File: config.mk
export PLATFORM = sky130hd
export DESIGN_NAME = gadget_scheduler_flat
export DESIGN_NICKNAME = d
export VERILOG_FILES = /design/src/rtl/gadget_pkg.sv /design/src/rtl/gadget_scheduler_if.sv /design/src/rtl/gadget_slot_alloc.sv /design/src/rtl/gadget_scheduler.sv /design/src/flat_wrapper.sv
export SDC_FILE = /design/constraint.sdc
export NUM_CORES = 1
export LEC_CHECK = 0
export ABC_AREA = 0
export CORE_MARGIN = 4
export CORE_UTILIZATION = 45
export CTS_BUF_LIST = sky130_fd_sc_hd__clkbuf_8
export DETAILED_ROUTE_END_ITERATION = 7
export HOLD_SLACK_MARGIN = 0.1
export PLACE_DENSITY = 0.82
export SLEW_MARGIN = 20
export SYNTH_ARGS = -nofsm -noshare
export SYNTH_HDL_FRONTEND = slang
export SYNTH_HIERARCHICAL = 1
export SYNTH_SLANG_ARGS = --single-unit
File: constraint.sdc
create_clock -name clk -period 2.2 [get_ports clk]
set_clock_uncertainty 0.2 [all_clocks]
set_input_delay 0.33 -clock clk [delete_from_list [all_inputs] [get_ports clk]]
set_output_delay 0.33 -clock clk [all_outputs]
set_load 0.02 [all_outputs]
File: src/rtl/gadget_pkg.sv
// Shared types and helpers for the gadget slot scheduler.
// One-hot scheduler states, the empty-slot type code and the slot-index width rule.
package gadget_pkg;

    typedef enum logic [3:0] {
        IDLE  = 4'b0001,
        SCAN  = 4'b0010,
        SERVE = 4'b0100,
        DONE  = 4'b1000
    } sched_state_e;

    localparam logic [7:0] GADGET_NONE = 8'd0;

    function automatic int slot_idx_width(input int n);
        return (n <= 1) ? 1 : $clog2(n);
    endfunction

endpackage

File: src/rtl/gadget_scheduler_if.sv
// Spawn and per-slot gadget signals between the scheduler and the gadget array.
// Names are from the scheduler's point of view: i_ flows into it, o_ flows out of it.
interface gadget_scheduler_if #(
    parameter int N_GADGET       = 4,
    parameter int GADGET_BIT_CNT = 3,
    parameter int PIXELX_BIT_CNT = 10,
    parameter int PIXELY_BIT_CNT = 9
);
    logic                               i_spawn_valid;
    logic [GADGET_BIT_CNT-1:0]          i_spawn_type;
    logic [PIXELX_BIT_CNT-1:0]          i_spawn_x;
    logic [PIXELY_BIT_CNT-1:0]          i_spawn_y;
    logic                               o_spawn_drop;
    logic [N_GADGET-1:0]                o_gadget_gen;
    logic [PIXELX_BIT_CNT-1:0]          o_gadget_initX;
    logic [PIXELY_BIT_CNT-1:0]          o_gadget_initY;
    logic [GADGET_BIT_CNT-1:0]          o_gadget_type;
    logic [N_GADGET*GADGET_BIT_CNT-1:0] i_gadget_type;
    logic [N_GADGET-1:0]                o_gadget_req;
    logic [N_GADGET-1:0]                i_gadget_ack;
    logic [N_GADGET-1:0]                i_gadget_frame_term;

    modport master (
        input  i_spawn_valid, i_spawn_type, i_spawn_x, i_spawn_y,
        input  i_gadget_type, i_gadget_ack, i_gadget_frame_term,
        output o_spawn_drop, o_gadget_gen, o_gadget_initX, o_gadget_initY,
        output o_gadget_type, o_gadget_req
    );

    modport slave (
        output i_spawn_valid, i_spawn_type, i_spawn_x, i_spawn_y,
        output i_gadget_type, i_gadget_ack, i_gadget_frame_term,
        input  o_spawn_drop, o_gadget_gen, o_gadget_initX, o_gadget_initY,
        input  o_gadget_type, o_gadget_req
    );

endinterface

File: src/rtl/gadget_slot_alloc.sv
// Lowest-index free-slot encoder: a slot is free when its type is empty and it is not reserved.
module gadget_slot_alloc
    import gadget_pkg::*;
#(
    parameter int N_GADGET       = 4,
    parameter int GADGET_BIT_CNT = 3,
    localparam int IDX_W         = slot_idx_width(N_GADGET)
) (
    input  logic [N_GADGET*GADGET_BIT_CNT-1:0] i_type,
    input  logic [N_GADGET-1:0]                i_resv,
    output logic                               o_found,
    output logic [IDX_W-1:0]                   o_idx
);

    localparam logic [GADGET_BIT_CNT-1:0] NONE_T = GADGET_NONE[GADGET_BIT_CNT-1:0];

    logic [N_GADGET-1:0] w_free;

    // Per-slot free flags
    always_comb begin
        w_free = '0;
        for (int i = 0; i < N_GADGET; i++) begin
            w_free[i] = (i_type[i*GADGET_BIT_CNT +: GADGET_BIT_CNT] == NONE_T) && !i_resv[i];
        end
    end

    // Walk from the top so the lowest free index is the one left standing
    always_comb begin
        o_found = 1'b0;
        o_idx   = '0;
        for (int i = N_GADGET - 1; i >= 0; i--) begin
            if (w_free[i]) begin
                o_found = 1'b1;
                o_idx   = IDX_W'(i);
            end else begin
                o_found = o_found;
            end
        end
    end

endmodule

File: src/rtl/gadget_scheduler.sv
// Gadget slot scheduler: allocates slots for new gadgets and, once per frame,
// polls every live slot in index order over the req/frame_term handshake.
module gadget_scheduler
    import gadget_pkg::*;
#(
    parameter int N_GADGET       = 4,
    parameter int GADGET_BIT_CNT = 3,
    parameter int PIXELX_BIT_CNT = 10,
    parameter int PIXELY_BIT_CNT = 9,
    parameter int SERVE_TMO      = 64
) (
    input  logic               clk,
    input  logic               rst,
    input  logic               i_cal_frame,
    output logic               o_frame_done,
    output logic               o_busy,
    output logic               o_err_tmo,
    gadget_scheduler_if.master bus
);

    localparam int IDX_W = slot_idx_width(N_GADGET);
    localparam int TMO_W = $clog2(SERVE_TMO);
    localparam logic [IDX_W-1:0]          LAST_IDX = IDX_W'(N_GADGET - 1);
    localparam logic [TMO_W-1:0]          TMO_LAST = TMO_W'(SERVE_TMO - 1);
    localparam logic [GADGET_BIT_CNT-1:0] NONE_T   = GADGET_NONE[GADGET_BIT_CNT-1:0];
    localparam logic [N_GADGET-1:0]       SLOT0    = N_GADGET'(1'b1);

    sched_state_e              r_state;
    sched_state_e              w_state_n;
    logic [IDX_W-1:0]          r_idx;
    logic [IDX_W-1:0]          w_idx_n;
    logic [TMO_W-1:0]          r_timer;
    logic [N_GADGET-1:0]       r_resv;
    logic [N_GADGET-1:0]       r_req;
    logic [N_GADGET-1:0]       r_gen;
    logic [PIXELX_BIT_CNT-1:0] r_initx;
    logic [PIXELY_BIT_CNT-1:0] r_inity;
    logic [GADGET_BIT_CNT-1:0] r_type;
    logic                      r_drop;
    logic                      r_frame_done;
    logic                      r_busy;
    logic                      r_err_tmo;

    logic [N_GADGET-1:0]       w_occ;
    logic [N_GADGET-1:0]       w_slot_sel;
    logic                      w_live_sel;
    logic                      w_term_sel;
    logic                      w_last;
    logic                      w_tmo;
    logic                      w_tmo_abort;
    logic                      w_found;
    logic [IDX_W-1:0]          w_free_idx;
    logic                      w_spawn_req;
    logic                      w_hit;
    logic [N_GADGET-1:0]       w_gen_n;
    logic [N_GADGET-1:0]       w_resv_n;

    gadget_slot_alloc #(
        .N_GADGET       (N_GADGET),
        .GADGET_BIT_CNT (GADGET_BIT_CNT)
    ) u_alloc (
        .i_type  (bus.i_gadget_type),
        .i_resv  (r_resv),
        .o_found (w_found),
        .o_idx   (w_free_idx)
    );

    // Slot occupancy as seen by the scan: a non-empty type register
    always_comb begin
        w_occ = '0;
        for (int i = 0; i < N_GADGET; i++) begin
            w_occ[i] = (bus.i_gadget_type[i*GADGET_BIT_CNT +: GADGET_BIT_CNT] != NONE_T);
        end
    end

    assign w_slot_sel  = SLOT0 << r_idx;
    assign w_live_sel  = |(w_slot_sel & (w_occ | r_resv));
    assign w_term_sel  = |(w_slot_sel & bus.i_gadget_frame_term);
    assign w_last      = (r_idx == LAST_IDX);
    assign w_tmo       = (r_timer == TMO_LAST);
    assign w_tmo_abort = (r_state == SERVE) && w_tmo && !w_term_sel;

    assign w_spawn_req = bus.i_spawn_valid && (bus.i_spawn_type != NONE_T);
    assign w_hit       = w_spawn_req && w_found;
    assign w_gen_n     = w_hit ? (SLOT0 << w_free_idx) : '0;
    // A reservation lives until the slot's own type register shows the new gadget
    assign w_resv_n    = (r_resv & ~w_occ) | w_gen_n;

    // Next-state and next-index logic
    always_comb begin
        w_state_n = r_state;
        w_idx_n   = r_idx;
        case (r_state)
            IDLE: begin
                if (i_cal_frame) begin
                    w_state_n = SCAN;
                    w_idx_n   = '0;
                end else begin
                    w_state_n = IDLE;
                end
            end
            SCAN: begin
                if (w_live_sel) begin
                    w_state_n = SERVE;
                end else if (w_last) begin
                    w_state_n = DONE;
                end else begin
                    w_idx_n = r_idx + IDX_W'(1);
                end
            end
            SERVE: begin
                if (w_term_sel || w_tmo) begin
                    if (w_last) begin
                        w_state_n = DONE;
                    end else begin
                        w_state_n = SCAN;
                        w_idx_n   = r_idx + IDX_W'(1);
                    end
                end else begin
                    w_state_n = SERVE;
                end
            end
            DONE: begin
                w_state_n = IDLE;
                w_idx_n   = '0;
            end
            default: begin
                w_state_n = IDLE;
                w_idx_n   = '0;
            end
        endcase
    end

    // FSM state, slot index and serve timer
    always_ff @(posedge clk) begin
        if (rst) begin
            r_state <= IDLE;
            r_idx   <= '0;
            r_timer <= '0;
        end else begin
            r_state <= w_state_n;
            r_idx   <= w_idx_n;
            r_timer <= (r_state == SERVE) ? (r_timer + TMO_W'(1)) : '0;
        end
    end

    // Frame-side registered outputs; frame_done trails the DONE cycle and busy covers it
    always_ff @(posedge clk) begin
        if (rst) begin
            r_req        <= '0;
            r_busy       <= 1'b0;
            r_frame_done <= 1'b0;
            r_err_tmo    <= 1'b0;
        end else begin
            r_req        <= (w_state_n == SERVE) ? (SLOT0 << w_idx_n) : '0;
            r_busy       <= (w_state_n != IDLE) || (r_state == DONE);
            r_frame_done <= (r_state == DONE);
            r_err_tmo    <= r_err_tmo | w_tmo_abort;
        end
    end

    // Spawn path: runs independently of the frame FSM
    always_ff @(posedge clk) begin
        if (rst) begin
            r_resv  <= '0;
            r_gen   <= '0;
            r_drop  <= 1'b0;
            r_initx <= '0;
            r_inity <= '0;
            r_type  <= '0;
        end else begin
            r_resv <= w_resv_n;
            r_gen  <= w_gen_n;
            r_drop <= w_spawn_req && !w_found;
            if (w_hit) begin
                r_initx <= bus.i_spawn_x;
                r_inity <= bus.i_spawn_y;
                r_type  <= bus.i_spawn_type;
            end else begin
                r_initx <= r_initx;
                r_inity <= r_inity;
                r_type  <= r_type;
            end
        end
    end

    assign o_frame_done       = r_frame_done;
    assign o_busy             = r_busy;
    assign o_err_tmo          = r_err_tmo;
    assign bus.o_gadget_req   = r_req;
    assign bus.o_gadget_gen   = r_gen;
    assign bus.o_spawn_drop   = r_drop;
    assign bus.o_gadget_initX = r_initx;
    assign bus.o_gadget_initY = r_inity;
    assign bus.o_gadget_type  = r_type;

endmodule

File: src/flat_wrapper.sv
// flat-port wrapper written by rule: the top's interface ports become plain ports
module gadget_scheduler_flat import gadget_pkg::*;
#(
    parameter int N_GADGET       = 4,
    parameter int GADGET_BIT_CNT = 3,
    parameter int PIXELX_BIT_CNT = 10,
    parameter int PIXELY_BIT_CNT = 9,
    parameter int SERVE_TMO      = 64
)
  (clk, rst, i_cal_frame, o_frame_done, o_busy, o_err_tmo, bus_i_spawn_valid, bus_i_spawn_type, bus_i_spawn_x, bus_i_spawn_y, bus_i_gadget_type, bus_i_gadget_ack, bus_i_gadget_frame_term, bus_o_spawn_drop, bus_o_gadget_gen, bus_o_gadget_initX, bus_o_gadget_initY, bus_o_gadget_type, bus_o_gadget_req);
  gadget_scheduler_if #(.N_GADGET(N_GADGET), .GADGET_BIT_CNT(GADGET_BIT_CNT), .PIXELX_BIT_CNT(PIXELX_BIT_CNT), .PIXELY_BIT_CNT(PIXELY_BIT_CNT)) bus_i ();
  input  logic clk;
  input  logic rst;
  input  logic i_cal_frame;
  output logic o_frame_done;
  output logic o_busy;
  output logic o_err_tmo;
  input wire logic [$bits(bus_i.i_spawn_valid)-1:0] bus_i_spawn_valid;
  input wire logic [$bits(bus_i.i_spawn_type)-1:0] bus_i_spawn_type;
  input wire logic [$bits(bus_i.i_spawn_x)-1:0] bus_i_spawn_x;
  input wire logic [$bits(bus_i.i_spawn_y)-1:0] bus_i_spawn_y;
  input wire logic [$bits(bus_i.i_gadget_type)-1:0] bus_i_gadget_type;
  input wire logic [$bits(bus_i.i_gadget_ack)-1:0] bus_i_gadget_ack;
  input wire logic [$bits(bus_i.i_gadget_frame_term)-1:0] bus_i_gadget_frame_term;
  output wire logic [$bits(bus_i.o_spawn_drop)-1:0] bus_o_spawn_drop;
  output wire logic [$bits(bus_i.o_gadget_gen)-1:0] bus_o_gadget_gen;
  output wire logic [$bits(bus_i.o_gadget_initX)-1:0] bus_o_gadget_initX;
  output wire logic [$bits(bus_i.o_gadget_initY)-1:0] bus_o_gadget_initY;
  output wire logic [$bits(bus_i.o_gadget_type)-1:0] bus_o_gadget_type;
  output wire logic [$bits(bus_i.o_gadget_req)-1:0] bus_o_gadget_req;
  assign bus_i.i_spawn_valid = bus_i_spawn_valid;
  assign bus_i.i_spawn_type = bus_i_spawn_type;
  assign bus_i.i_spawn_x = bus_i_spawn_x;
  assign bus_i.i_spawn_y = bus_i_spawn_y;
  assign bus_i.i_gadget_type = bus_i_gadget_type;
  assign bus_i.i_gadget_ack = bus_i_gadget_ack;
  assign bus_i.i_gadget_frame_term = bus_i_gadget_frame_term;
  assign bus_o_spawn_drop = bus_i.o_spawn_drop;
  assign bus_o_gadget_gen = bus_i.o_gadget_gen;
  assign bus_o_gadget_initX = bus_i.o_gadget_initX;
  assign bus_o_gadget_initY = bus_i.o_gadget_initY;
  assign bus_o_gadget_type = bus_i.o_gadget_type;
  assign bus_o_gadget_req = bus_i.o_gadget_req;
  gadget_scheduler #(.N_GADGET(N_GADGET), .GADGET_BIT_CNT(GADGET_BIT_CNT), .PIXELX_BIT_CNT(PIXELX_BIT_CNT), .PIXELY_BIT_CNT(PIXELY_BIT_CNT), .SERVE_TMO(SERVE_TMO)) u_core (.clk(clk), .rst(rst), .i_cal_frame(i_cal_frame), .o_frame_done(o_frame_done), .o_busy(o_busy), .o_err_tmo(o_err_tmo), .bus(bus_i));
endmodule
After elaboration in Yosys (flattened, before gate mapping). Cells that the tools add are included.

Register bits after elaboration: 50. Bits in latches: 0. Output and inout bits: 34. Word-level logic and storage cells: 85. Memory bits (writable): 0. Input port bits: 46. Memories kept: 0. Bits in read-only memories: 0.

Shifts and indexed selects: 3. $lt $le $gt $ge: 0. Reductions and logical operators: 30. Equality and inequality tests: 8. $add $sub $neg: 2. Div/mod/pow operators: 0. Multipliers: 0. Bitwise gates (word level): 9. Multiplexer cells: 20.

Operators by type and width (count): $mux W4 (5); $mux W2 (9); $reduce_bool A3 Y1 (5); $and A4 B4 Y4 (3); $logic_not A3 Y1 (4); $pmux W4 S3 (1); $shl A1 B2 Y4 const A (3); $logic_and A1 B1 Y1 (9); $eq A4 B3 Y1 const B (2); $or A4 B4 Y4 (2); $reduce_or A4 Y1 (2); $add A6 B1 Y6 const B (1); $eq A6 B6 Y1 const B (1); $logic_not A1 Y1 (6); $pmux W2 S3 (1); $eq A4 B1 Y1 const B (1); $eq A4 B2 Y1 const B (1); $eq A4 B4 Y1 const B (1); $mux W1 (4); $ne A4 B1 Y1 const B (1); $not A4 Y4 (1); $reduce_or A2 Y1 (2); $add A2 B1 Y2 const B (1); $eq A2 B2 Y1 const B (1); other kinds (3) (5).

Logic depth before layout (Yosys ltp).
Word-level depth: 9. Depth in mapped cells: 8. Mapped depth without buffers: 8.

Hierarchy. The synthesis kept the hierarchy.

By module, submodules not included: gadget_scheduler (area each 1945.6 sq um, times used 1, cells each 222); gadget_slot_alloc (area each 85.1 sq um, times used 1, cells each 10).

Least setup slack after synthesis. OpenSTA, ideal clock, no wires.

Path type: input port to flip-flop. From: input port bus_i_gadget_type[7]. To: register u_core.r_initx[2] (netlist: u_core/bus.o_gadget_initX[2]). Setup time: 70 ps. Path buffers: 1. Cell stages on the path: 8. Arrival: 1759 ps. Slack: 170 ps. Path through: or4_4 nor2b_4 nand2_1 inv_1 nor2_1 clkbuf_1 nand2_1 a21oi_1.

Word-level cells in the longest chain between the ends: 6.

Ends and longest elaborated chain: from (decl) (line flat_wrapper.sv:22) `input wire logic [$bits(bus_i.i_gadget_type)-1:0] bus_i_gadget_type;`; $logic_not A3 Y1 (line gadget_slot_alloc.sv:23) `w_free[i] = (i_type[i*GADGET_BIT_CNT +: GADGET_BIT_CNT] == NONE_T) && !i_resv[i];`; $logic_and A1 B1 Y1 (line gadget_slot_alloc.sv:23); $mux W1 (3 in a row) (line gadget_slot_alloc.sv:32) `if (w_free[i]) begin`; via u_core.w_found (line gadget_scheduler.sv:51) `logic w_found;`; $logic_and A1 B1 Y1 (line gadget_scheduler.sv:84) `assign w_hit = w_spawn_req && w_found;`; to (signal assigned) (line gadget_scheduler.sv:176) `r_initx <= bus.i_spawn_x;`; to (signal assigned) (line gadget_scheduler.sv:180) `r_initx <= r_initx;`; to (decl) (line gadget_scheduler.sv:36) `logic [PIXELX_BIT_CNT-1:0] r_initx;`.

The timed path passes the listed nets, and every way through them passes these cells. A chain may end at the register's enable or synchronous reset.

Worst setup path after layout.
From: input port bus_i_gadget_type[7]. To: register u_core.r_resv[2].

Word-level cells in the longest chain between the ends: 8. Elaborated cells on any way between the ends: 15.

Ends and longest elaborated chain: $logic_not A3 Y1 (line gadget_slot_alloc.sv:23); $logic_and A1 B1 Y1 (line gadget_slot_alloc.sv:23); $mux W2 (3 in a row) (line gadget_slot_alloc.sv:32); via u_core.w_free_idx[1] (line gadget_scheduler.sv:52) `logic [IDX_W-1:0] w_free_idx;`; $shl A1 B2 Y4 (line gadget_scheduler.sv:85) `assign w_gen_n = w_hit ? (SLOT0 << w_free_idx) : '0;`; $mux W4 (line gadget_scheduler.sv:85); $or A4 B4 Y4 (line gadget_scheduler.sv:87) `assign w_resv_n = (r_resv & ~w_occ) | w_gen_n;`; to (signal assigned) (line gadget_scheduler.sv:172) `r_resv <= w_resv_n;`; to (decl) (line gadget_scheduler.sv:33) `logic [N_GADGET-1:0] r_resv;`.

The timed path passes the listed nets, and every way through them passes these cells.

==> out/qor.txt <==
status - finished with violations
failing checks - setup timing
CTS sink count - 50
fin cells - 380
final instance area - 3140 um2
critical path type - in2reg
placed cells - 372
Post-synth EDFFs - 0
Async S/R FF share, synth - 0%
worst slew pin tran - 0.469 ns
slowest stage delay, CP - 0.55 ns
initial antenna violation count - 0
Avg WL per Cell - 13.9 um
post-synth cell types - 45
routed wire length on met3 - 437 um
Fmax - 0.454 GHz
nets - 376
full die area - 5650 um2
layout cells sized above 1 - 16.5%
via/cell ratio - 5.24
Die Wd - 75.2 um
first-pass GRT wire length - 8040 um
final setup fails - 1
RSZ-0062 raised after global routing - yes
IO Port Bufs - 75
CTS tree - yes
wl on met1 - 2240 um
final worst slack - -0.00139 ns
clock latency on the worst-skew pair - 0.30 ns
max cap viols - 0
residual DRC count - 0
core area - 4350 um2
Slew Limit Fails - 0
clock share of power - 29.0%
pin count of the biggest net entering global routing - 23
Synth Register Bits - 50
Pwr Density - 582 nW/um2
critical path capture point type - flop
WL met2 - 2510 um
aggregate global routing overflow - 0
CTS Buf Count - 5
Post-DRT Antenna Nets - 0
clock slew at reported path FFs - 0.08 ns
Int Pwr - 1.36 mW
clk buf depth - 2
syn avg cell area - 8.75 um2
synth warn - 6
Die H - 75.2 um
flop-to-flop setup slack - 0.09 ns
htree depth - 2
synthesis-to-layout area growth - 54.4%
CP Buf/Inv Count - 1
Final min period - 2.20 ns
Cell Chain, Critical Path - clkdlybuf4s50_1, or4_4, nor2b_4, nor3_2, nor4b_2, a31o_1
Critical Path Fanout Max - 3
placed cell areas - 2980 um2
worst vdd ir - 0.000356 V
Comb pwr share - 18.7%
vias in the first global route - 1850
DP HPWL - 3780 um
CTS root buf - clkbuf_8
sequential area share after synthesis - 49.3%
Total Routing Usage GR - 18.6%
Initial DRT Pass Iterations - 4
Switch Pwr - 0.462 mW
post-synthesis cell count - 232
required time of the worst setup path - 2.25 ns
Startpoint Class - primary input
Hold Vio Cnt, Final - 0
final core occ - 72.0%
slowest CP cell - or4_4
worst endpoint data arrival time - 2.25 ns
final period utilization - 100%
Top delay family on crit path - simple AND/OR/NAND/NOR gates
Leakage - 1.16 nW
row count - 24
Seq pwr share - 52.3%
highest metal layer with signal wires - met4
antenna cells - 0
global placer's final weighted congestion - 0.873
routed via count - 1990
Sw Ratio - 25.3%
synthesized area - 2030 um2
1st-iter DRT viols - 100
worst hold path class - reg2reg
IO Pins - 80
Total Wirelength - 5270 um
Fin Setup TNS - -0.00139 ns
Initial Util - 46.6%
Slew headroom - 68.4%
prevailing post-synth register cell - dfxtp_1
Tot Pwr - 1.82 mW
Post-Synthesis Net Count - 279
Yosys cell counts (all sizes together) (2+ instances only):
library cell | count | area (um2)
inv | 7 | 26.3
o21ai | 7 | 35.0
nor3 | 9 | 50.1
dfxtp | 50 | 1000
or4b | 3 | 37.5
and3 | 2 | 13.8
clkbuf | 6 | 22.5
buf | 4 | 30.0
nor4 | 10 | 92.6
a31o | 4 | 35.0
nor2 | 15 | 56.3
nand2b | 2 | 12.5
o211ai | 2 | 15.0
xor2 | 2 | 17.5
or3 | 3 | 18.8
xnor2 | 2 | 17.5
a21oi | 30 | 150
nand3 | 3 | 15.0
o31ai | 2 | 15.0
nand2 | 52 | 195
power groups by stage:
stage               logic, mW  clock network [mW]  registers, mW
floorplan               0.106                   0           1.01
global placement        0.318                   0          0.974
detailed placement      0.321                   0          0.975
CTS                     0.326               0.539          0.954
global route            0.368               0.582          0.959
finish                  0.342               0.529          0.954
worst min-delay path: cells and delay by family (launching register included):
kind | cells | cell delay (ns)
DFF | 1 | 0.31
AOI/OAI and AO/OA | 1 | 0.05
and+or+nand+nor | 1 | 0.05
worst paths after layout:
| path | start | endpoint | depth (start not counted) |
|---|---|---|---|
| max | bus_i_gadget_type[7] | u_core/r_resv[2] | 6 |
| min | u_core/bus.o_gadget_initX[5] | u_core/bus.o_gadget_initX[5] | 2 |
| max reg2reg | u_core/r_state[2] | u_core/bus.o_gadget_req[1] | 6 |
| min reg2reg | u_core/bus.o_gadget_initX[5] | u_core/bus.o_gadget_initX[5] | 2 |
flip-flops by register name, summed over array words and instances, names as in the netlist:
signal                     count
u_core/bus.o_gadget_initX     10
u_core/bus.o_gadget_initY      9
u_core/r_timer                 6
u_core/bus.o_gadget_gen        4
u_core/bus.o_gadget_req        4
u_core/r_resv                  4
u_core/r_state                 4
u_core/bus.o_gadget_type       3
u_core/r_idx                   2
u_core/bus.o_spawn_drop        1
u_core/o_busy                  1
u_core/o_err_tmo               1
u_core/o_frame_done            1
kinds of logic after synthesis:
family	synth area share, %
AND/OR/NAND/NOR	26.8
AO/OA/AOI/OAI	16.4
flip-flops	49.3
buffers and inverters	4.07
XOR/XNOR	1.73
multiplexers	1.11
adder cells (fa/ha/maj)	0.616
what timing repair did:
item,4_1_cts,5_1_grt
pin swaps,0,1
hold endpoints to repair,0,0
setup buffers,0,1
cloned,0,1
resized for setup,2,13
endpoints found under the setup margin,12,27
hold buffers,0,0
cell type report:
type / count / area (um2)
inverter: 8 / 30.0
tap: 52 / 65.1
timing repair buffer: 100 / 950
multi-input combinational: 164 / 1010
clock buffer: 6 / 82.6
fill: 335 / 1220
sequential: 50 / 1000
routing by layer:
metal | vias to the layer above | GRT usage (%)
li1 | 1002 | -
met1 | 916 | 21.5
met4 | 0 | 6.99
met2 | 66 | 31.0
met5 | - | 0
met3 | 6 | 7.21
metrics by stage:
stage                     setup slack (ns)  hold slack [ns]
final                             -0.00139            0.253
after global routing               -0.0263            0.273
after CTS                           0.0284            0.257
after detailed placement            -0.350            0.245
after global placement              -0.322            0.232
after floorplan                      0.170            0.218
layout by cell type, fill, tap and decap left out, types with 6 or more instances in the layout:
master	synthesis	routed
a21oi_1	30	29
buf_4	2	22
clkbuf_8	0	6
clkdlybuf4s50_1	0	75
dfxtp_1	50	49
inv_1	6	6
nand2_1	52	51
nor2_1	15	14
nor3_1	8	8
nor4_1	8	6
Note: power is estimated with default switching activity, not from simulation.
